<file path="src/rtl/lap_recorder_pkg.sv">
// lap_recorder_pkg: shared state encoding, widths and reset constants for the lap recorder
package lap_recorder_pkg;
  localparam int LAP_W = 16;
  localparam int TOT_W = 20;
  localparam logic [LAP_W-1:0] BEST_INIT = 16'hFFFF;
  typedef enum logic [1:0] {IDLE, RACING, FINISHED} state_e;
endpackage

</file>
<file path="src/rtl/lap_recorder_if.sv">
// lap_recorder_if: race control, stopwatch and lap statistics signals of the lap recorder
interface lap_recorder_if;
  import lap_recorder_pkg::*;
  logic             race_start;
  logic             lap_finished;
  logic [LAP_W-1:0] counter;
  logic             timer_start;
  logic             timer_stop;
  logic [3:0]       lap_count;
  logic [LAP_W-1:0] last_lap;
  logic [LAP_W-1:0] best_lap;
  logic [TOT_W-1:0] total_time;
  logic             new_best;
  logic             race_over;
  modport master (
    output race_start, lap_finished, counter,
    input  timer_start, timer_stop, lap_count, last_lap, best_lap, total_time, new_best, race_over
  );
  modport slave (
    input  race_start, lap_finished, counter,
    output timer_start, timer_stop, lap_count, last_lap, best_lap, total_time, new_best, race_over
  );
endinterface

</file>
<file path="src/rtl/lap_recorder.sv">
// lap_recorder: tracks laps of a race, driving the stopwatch and keeping last/best/total lap times
module lap_recorder
  import lap_recorder_pkg::*;
#(
  parameter int N_LAPS = 3
) (
  input logic           clk,
  input logic           rst,
  lap_recorder_if.slave rec
);
  localparam logic [3:0] LAST_IDX = 4'(N_LAPS - 1);
  state_e           state_q, state_d;
  logic [3:0]       lap_count_q, lap_count_d;
  logic [LAP_W-1:0] last_q, last_d;
  logic [LAP_W-1:0] best_q, best_d;
  logic [TOT_W-1:0] total_q, total_d;
  logic             new_best_q, new_best_d;
  logic             timer_start_q, timer_start_d;
  logic             timer_stop_q, timer_stop_d;
  logic             race_over_q, race_over_d;
  logic             accept, fin_lap, improve;
  // race_start restarts from any state and wins over a simultaneous lap
  always_comb begin
    accept  = state_q == RACING && rec.lap_finished && !rec.race_start;
    fin_lap = accept && lap_count_q == LAST_IDX;
    improve = accept && rec.counter < best_q;
    state_d = rec.race_start ? RACING : fin_lap ? FINISHED : state_q;
  end
  always_comb begin
    lap_count_d   = rec.race_start ? '0 : accept ? lap_count_q + 4'd1 : lap_count_q;
    last_d        = rec.race_start ? '0 : accept ? rec.counter : last_q;
    best_d        = rec.race_start ? BEST_INIT : improve ? rec.counter : best_q;
    total_d       = rec.race_start ? '0 : accept ? total_q + TOT_W'(rec.counter) : total_q;
    new_best_d    = improve;
    timer_start_d = rec.race_start;
    timer_stop_d  = fin_lap;
    race_over_d   = state_d == FINISHED;
  end
  always_ff @(posedge clk) begin
    if (rst) begin
      state_q       <= IDLE;
      lap_count_q   <= '0;
      last_q        <= '0;
      best_q        <= BEST_INIT;
      total_q       <= '0;
      new_best_q    <= 1'b0;
      timer_start_q <= 1'b0;
      timer_stop_q  <= 1'b0;
      race_over_q   <= 1'b0;
    end else begin
      state_q       <= state_d;
      lap_count_q   <= lap_count_d;
      last_q        <= last_d;
      best_q        <= best_d;
      total_q       <= total_d;
      new_best_q    <= new_best_d;
      timer_start_q <= timer_start_d;
      timer_stop_q  <= timer_stop_d;
      race_over_q   <= race_over_d;
    end
  end
  assign rec.lap_count   = lap_count_q;
  assign rec.last_lap    = last_q;
  assign rec.best_lap    = best_q;
  assign rec.total_time  = total_q;
  assign rec.new_best    = new_best_q;
  assign rec.timer_start = timer_start_q;
  assign rec.timer_stop  = timer_stop_q;
  assign rec.race_over   = race_over_q;
endmodule
</file>
<file path="src/flat_wrapper.sv">
// flat-port wrapper written by rule: the top's interface ports become plain ports
module lap_recorder_flat import lap_recorder_pkg::*;
#(
  parameter int N_LAPS = 3
)
  (clk, rst, rec_race_start, rec_lap_finished, rec_counter, rec_timer_start, rec_timer_stop, rec_lap_count, rec_last_lap, rec_best_lap, rec_total_time, rec_new_best, rec_race_over);
  lap_recorder_if rec_i ();
  input logic clk;
  input logic rst;
  input wire logic [$bits(rec_i.race_start)-1:0] rec_race_start;
  input wire logic [$bits(rec_i.lap_finished)-1:0] rec_lap_finished;
  input wire logic [$bits(rec_i.counter)-1:0] rec_counter;
  output wire logic [$bits(rec_i.timer_start)-1:0] rec_timer_start;
  output wire logic [$bits(rec_i.timer_stop)-1:0] rec_timer_stop;
  output wire logic [$bits(rec_i.lap_count)-1:0] rec_lap_count;
  output wire logic [$bits(rec_i.last_lap)-1:0] rec_last_lap;
  output wire logic [$bits(rec_i.best_lap)-1:0] rec_best_lap;
  output wire logic [$bits(rec_i.total_time)-1:0] rec_total_time;
  output wire logic [$bits(rec_i.new_best)-1:0] rec_new_best;
  output wire logic [$bits(rec_i.race_over)-1:0] rec_race_over;
  assign rec_i.race_start = rec_race_start;
  assign rec_i.lap_finished = rec_lap_finished;
  assign rec_i.counter = rec_counter;
  assign rec_timer_start = rec_i.timer_start;
  assign rec_timer_stop = rec_i.timer_stop;
  assign rec_lap_count = rec_i.lap_count;
  assign rec_last_lap = rec_i.last_lap;
  assign rec_best_lap = rec_i.best_lap;
  assign rec_total_time = rec_i.total_time;
  assign rec_new_best = rec_i.new_best;
  assign rec_race_over = rec_i.race_over;
  lap_recorder #(.N_LAPS(N_LAPS)) u_core (.clk(clk), .rst(rst), .rec(rec_i));
endmodule
</file>
<file path="config.mk">
export PLATFORM = sky130hd
export DESIGN_NAME = lap_recorder_flat
export DESIGN_NICKNAME = d
export VERILOG_FILES = /design/src/rtl/lap_recorder_pkg.sv /design/src/rtl/lap_recorder_if.sv /design/src/rtl/lap_recorder.sv /design/src/flat_wrapper.sv
export SDC_FILE = /design/constraint.sdc
export NUM_CORES = 1
export LEC_CHECK = 0
export CORE_MARGIN = 5
export CORE_UTILIZATION = 41
export DETAILED_ROUTE_END_ITERATION = 6
export GPL_TIMING_DRIVEN = 0
export PLACE_DENSITY = 0.79
export SKIP_CTS_REPAIR_TIMING = 1
export SLEW_MARGIN = 5
export SYNTH_ARGS = -nofsm -noshare
export SYNTH_HDL_FRONTEND = slang
export SYNTH_SLANG_ARGS = --single-unit
export TNS_END_PERCENT = 10
</file>
<file path="constraint.sdc">
create_clock -name clk -period 5 [get_ports clk]
set_input_delay 1 -clock clk [delete_from_list [all_inputs] [get_ports clk]]
set_output_delay 1 -clock clk [all_outputs]
set_load 0.02 [all_outputs]
</file>
==> results.txt, run 1 <==
Post-synthesis sequential area ratio: 0.3849
H-Tree Depth: 3
Initial Utilization: 0.4194
First-pass GRT wire length: 14.07 mm
Slew @ Worst Pin: 0.7472 ns
Vias per inst: 5.187
Row Count: 32
PortBufs: 79
Mux contribution to synthesized area: 0.04967
Post-synthesis xor/xnor area fraction: 0.05433
Clock tree buffer depth: 2
I/O Pins: 80
Upper clock frequency limit: 289.4 MHz
Gate power share: 0.120
Reg clk slew, reported paths: 0.06 ns
Critical path arrival: 3.68 ns
Antenna Nets Post-Route: 0
Post-DP HPWL: 6.621 mm
Post-synthesis cell area: 3224 um^2
Flop pwr share: 0.511
Drt drc: 0
Die W: 98.68 um
Switching pwr: 248.5 uW
Fin nets: 522
Layout cells sized above 1: 0.04034
Slew Viols, Final: 0
GRT Total Usage: 0.1801
Crit Path Max Fanout: 4
Metal1 wirelength: 3.818 mm
Worst EP required: 5.23 ns
Critical Path Start Type: input pin
Leakage: 1.944 nW
Die area: 9738 um^2
Via Count: 2972
Root buf cell: clkbuf_8
Vias in the first global route: 2857
CTS Buf Count: 9
Clock skew: 0.009236 ns
Avg WL per Cell: 14.95 um
Largest family of logic cells by synthesized area: compound AO/OA/AOI/OAI gates
Crit end category: flip-flop
Net Sw Frac: 0.2521
Critical path class: input pin to flip-flop
Distinct cells, synth: 41
CTS tree: done
WL met2: 4.027 mm
Tcrit/Tclk final: 0.6911
Flops & latches, synth: 62
Post-route setup TNS: 0 ns
Sink Count: 62
HP Class: flip-flop to flip-flop
Initial DRC Count: 125
Int Pwr: 737.2 uW
Placeable Area: 7687 um^2
Worst VDD drop: 130.0 uV
Skew-Pair Late Insertion Delay: 0.34 ns
Power Density: 229.4 nW/um^2
Compound-cell area share of the yosys netlist: 0.1669
Overflow after GRT: 0
Syn_area_per_cell: 8.530 um^2
Max cap viols: 0
Slew margin rel.: 0.4976
Routability congestion estimate: 0.8997
Synth warn: 0
Post-Synth Simple-Gate Area: 0.1641
Mapped Cells: 378
Final Setup Violations: 0
Antenna violations before repair: 0
Net Count, Synth: 432
Largest net degree at the start of global routing: 11
DR pass1 iterations: 4
Hold Fails Final Rpt: 0
P&R area growth vs syn: 33.29%
Synth Area in Adders: 0.1343
Die height: 98.68 um
Highest routed layer: met4
Met3 Routed Length: 553 um
Status: finished, final reports clean
Unrepaired setup endpoints after global routing: no
Routed Wire Length: 8.566 mm
Final hold slack: 0.4529 ns
Fin crit period: 3.455 ns
Ant. Diodes: 0
Clock share of power: 0.369
Fillers: 756
[cell usage after synthesis]
| library cell | instances | area [um^2] |
|---|---|---|
| a2111o_1 | 1 | 11.26 |
| a211oi_1 | 3 | 22.52 |
| a211oi_2 | 1 | 12.51 |
| a21boi_0 | 1 | 7.510 |
| a21o_1 | 10 | 75.07 |
| a21oi_1 | 44 | 220.2 |
| a21oi_2 | 2 | 17.52 |
| a22o_1 | 5 | 43.79 |
| a31oi_1 | 4 | 25.02 |
| a32o_1 | 1 | 10.01 |
| a41o_1 | 1 | 10.01 |
| a41oi_1 | 1 | 8.760 |
| and2_1 | 1 | 6.260 |
| and3_1 | 1 | 6.260 |
| and4_1 | 2 | 17.52 |
| buf_1 | 1 | 3.750 |
| buf_12 | 1 | 20.02 |
| buf_6 | 1 | 11.26 |
| clkbuf_1 | 11 | 41.29 |
| dfxtp_1 | 62 | 1241 |
| fa_1 | 1 | 20.02 |
| ha_1 | 33 | 412.9 |
| inv_1 | 19 | 71.32 |
| mux2i_1 | 16 | 160.2 |
| nand2_1 | 83 | 311.6 |
| nand2b_1 | 2 | 12.51 |
| nand3_1 | 4 | 20.02 |
| nand4_1 | 4 | 25.02 |
| nor2_1 | 22 | 82.58 |
| nor2b_1 | 2 | 12.51 |
| nor3_1 | 2 | 10.01 |
| nor4_1 | 2 | 12.51 |
| o211ai_1 | 1 | 7.510 |
| o21ai_0 | 4 | 20.02 |
| o21ai_1 | 3 | 15.01 |
| o21bai_1 | 2 | 15.01 |
| o221ai_1 | 1 | 8.760 |
| o31ai_1 | 1 | 7.510 |
| or2_2 | 2 | 12.51 |
| xnor2_1 | 12 | 105.1 |
| xor2_1 | 8 | 70.07 |
[state kept, by name (all words and copies together) (netlist names)]
signal                  flops
u_core.rec.total_time      20
u_core.state_q              2
u_core.rec.lap_count        4
u_core.rec.best_lap        16
u_core.rec.timer_start      1
u_core.rec.new_best         1
u_core.rec.timer_stop       1
u_core.rec.race_over        1
u_core.rec.last_lap        16
[cells in the final DEF, fill, tap and decap left out, types with 8 or more instances in the layout]
cell / Yosys / final
ha_1: 33 / 33
xor2_1: 8 / 8
inv_1: 19 / 19
mux2i_1: 16 / 16
xnor2_1: 12 / 12
clkbuf_1: 11 / 13
a21o_1: 10 / 10
clkbuf_8: 0 / 10
clkdlybuf4s50_1: 0 / 79
a21oi_1: 44 / 44
nand2_1: 83 / 83
nor2_1: 22 / 22
dfxtp_1: 62 / 62
[path summary, 6_finish.rpt]
path	startpoint	to	slack [ns]	depth (start not counted)
setup / recovery	rec_counter[0]	u_core.rec.total_time[18]	1.54	10
hold / removal	u_core.rec.last_lap[5]	u_core.rec.last_lap[5]	0.45	2
setup reg to reg	u_core.rec.total_time[0]	u_core.rec.total_time[18]	2.44	9
hold reg to reg	u_core.rec.last_lap[5]	u_core.rec.last_lap[5]	0.45	2
[power by group through the flow]
stage	sequential [mW]	combinational, mW	clock [mW]
6_report	0.504	0.118	0.364
5_1_grt	0.504	0.130	0.395
4_1_cts	0.504	0.118	0.372
3_5_place_dp	0.515	0.117	0
3_3_place_gp	0.515	0.115	0
2_1_floorplan	0.521	0.0600	0
[metal layers]
metal / track usage / vias up
met2: 0.2975 / 88
li1: - / 1475
met1: 0.2269 / 1395
met4: 0.05777 / 0
met5: 0 / -
met3: 0.05166 / 14
[final cells by class]
cell class | instances | area [um^2] | area share
tap | 102 | 127.6 | 0.02969
clock inverter | 2 | 10.01 | 0.002329
sequential | 62 | 1241 | 0.2888
clock buffer | 12 | 145.1 | 0.03377
timing repair buffer | 79 | 790.8 | 0.1840
inverter | 19 | 71.32 | 0.01659
buffer | 14 | 76.32 | 0.01776
multi-input combinational | 283 | 1836 | 0.4271
[stage by stage]
step                      instances  area [um^2]  power, mW  setup WS, ns  utilization
after floorplan                 378         3224     0.5806         2.168            -
after global placement          559         4143     0.6297         1.276       0.5389
after detailed placement        559         4143     0.6324         1.238       0.5389
after CTS                       573         4298     0.9938         1.584       0.5591
after global routing            573         4298      1.029         1.439       0.5591
final                           573         4298     0.9858         1.545       0.5591
[cell families after synthesis]
kind of cell / Yosys count
and+or+nand+nor: 127
AOI/OAI and AO/OA: 86
DFF: 62
adders and majority gates: 34
buffers and inverters: 33
xor gates and xnor gates: 20
muxes: 16
[critical path, stage by stage]
cell and delay, ns:
clkdlybuf4s50_1 0.55, ha_1 0.21, fa_1 0.22, a21oi_1 0.10, o21ai_1 0.15, a21oi_1 0.14, o31ai_1 0.64, a32o_1 0.35
a31oi_1 0.10, a41o_1 0.21
Power figures use the tool's default switching activity.
==> run 2, diff against run 1 <==
==> constraint.sdc (replaced) <==
create_clock -name clk -period 3.5 [get_ports clk]
set_input_delay 0.7 -clock clk [delete_from_list [all_inputs] [get_ports clk]]
set_output_delay 0.7 -clock clk [all_outputs]
set_load 0.02 [all_outputs]
==> results of run 2 <==
The final DEF is identical to that of run 1. Status: finished, final reports clean.
Among the figures that moved: setup slack after placement 1.238 ns -> 0.03788 ns; setup slack after layout 1.545 ns -> 0.3446 ns; register-to-register setup slack 2.44 ns -> 0.94 ns; total power 0.9858 mW -> 1.408 mW; worst IR drop on VDD 130.0 uV -> 185.7 uV
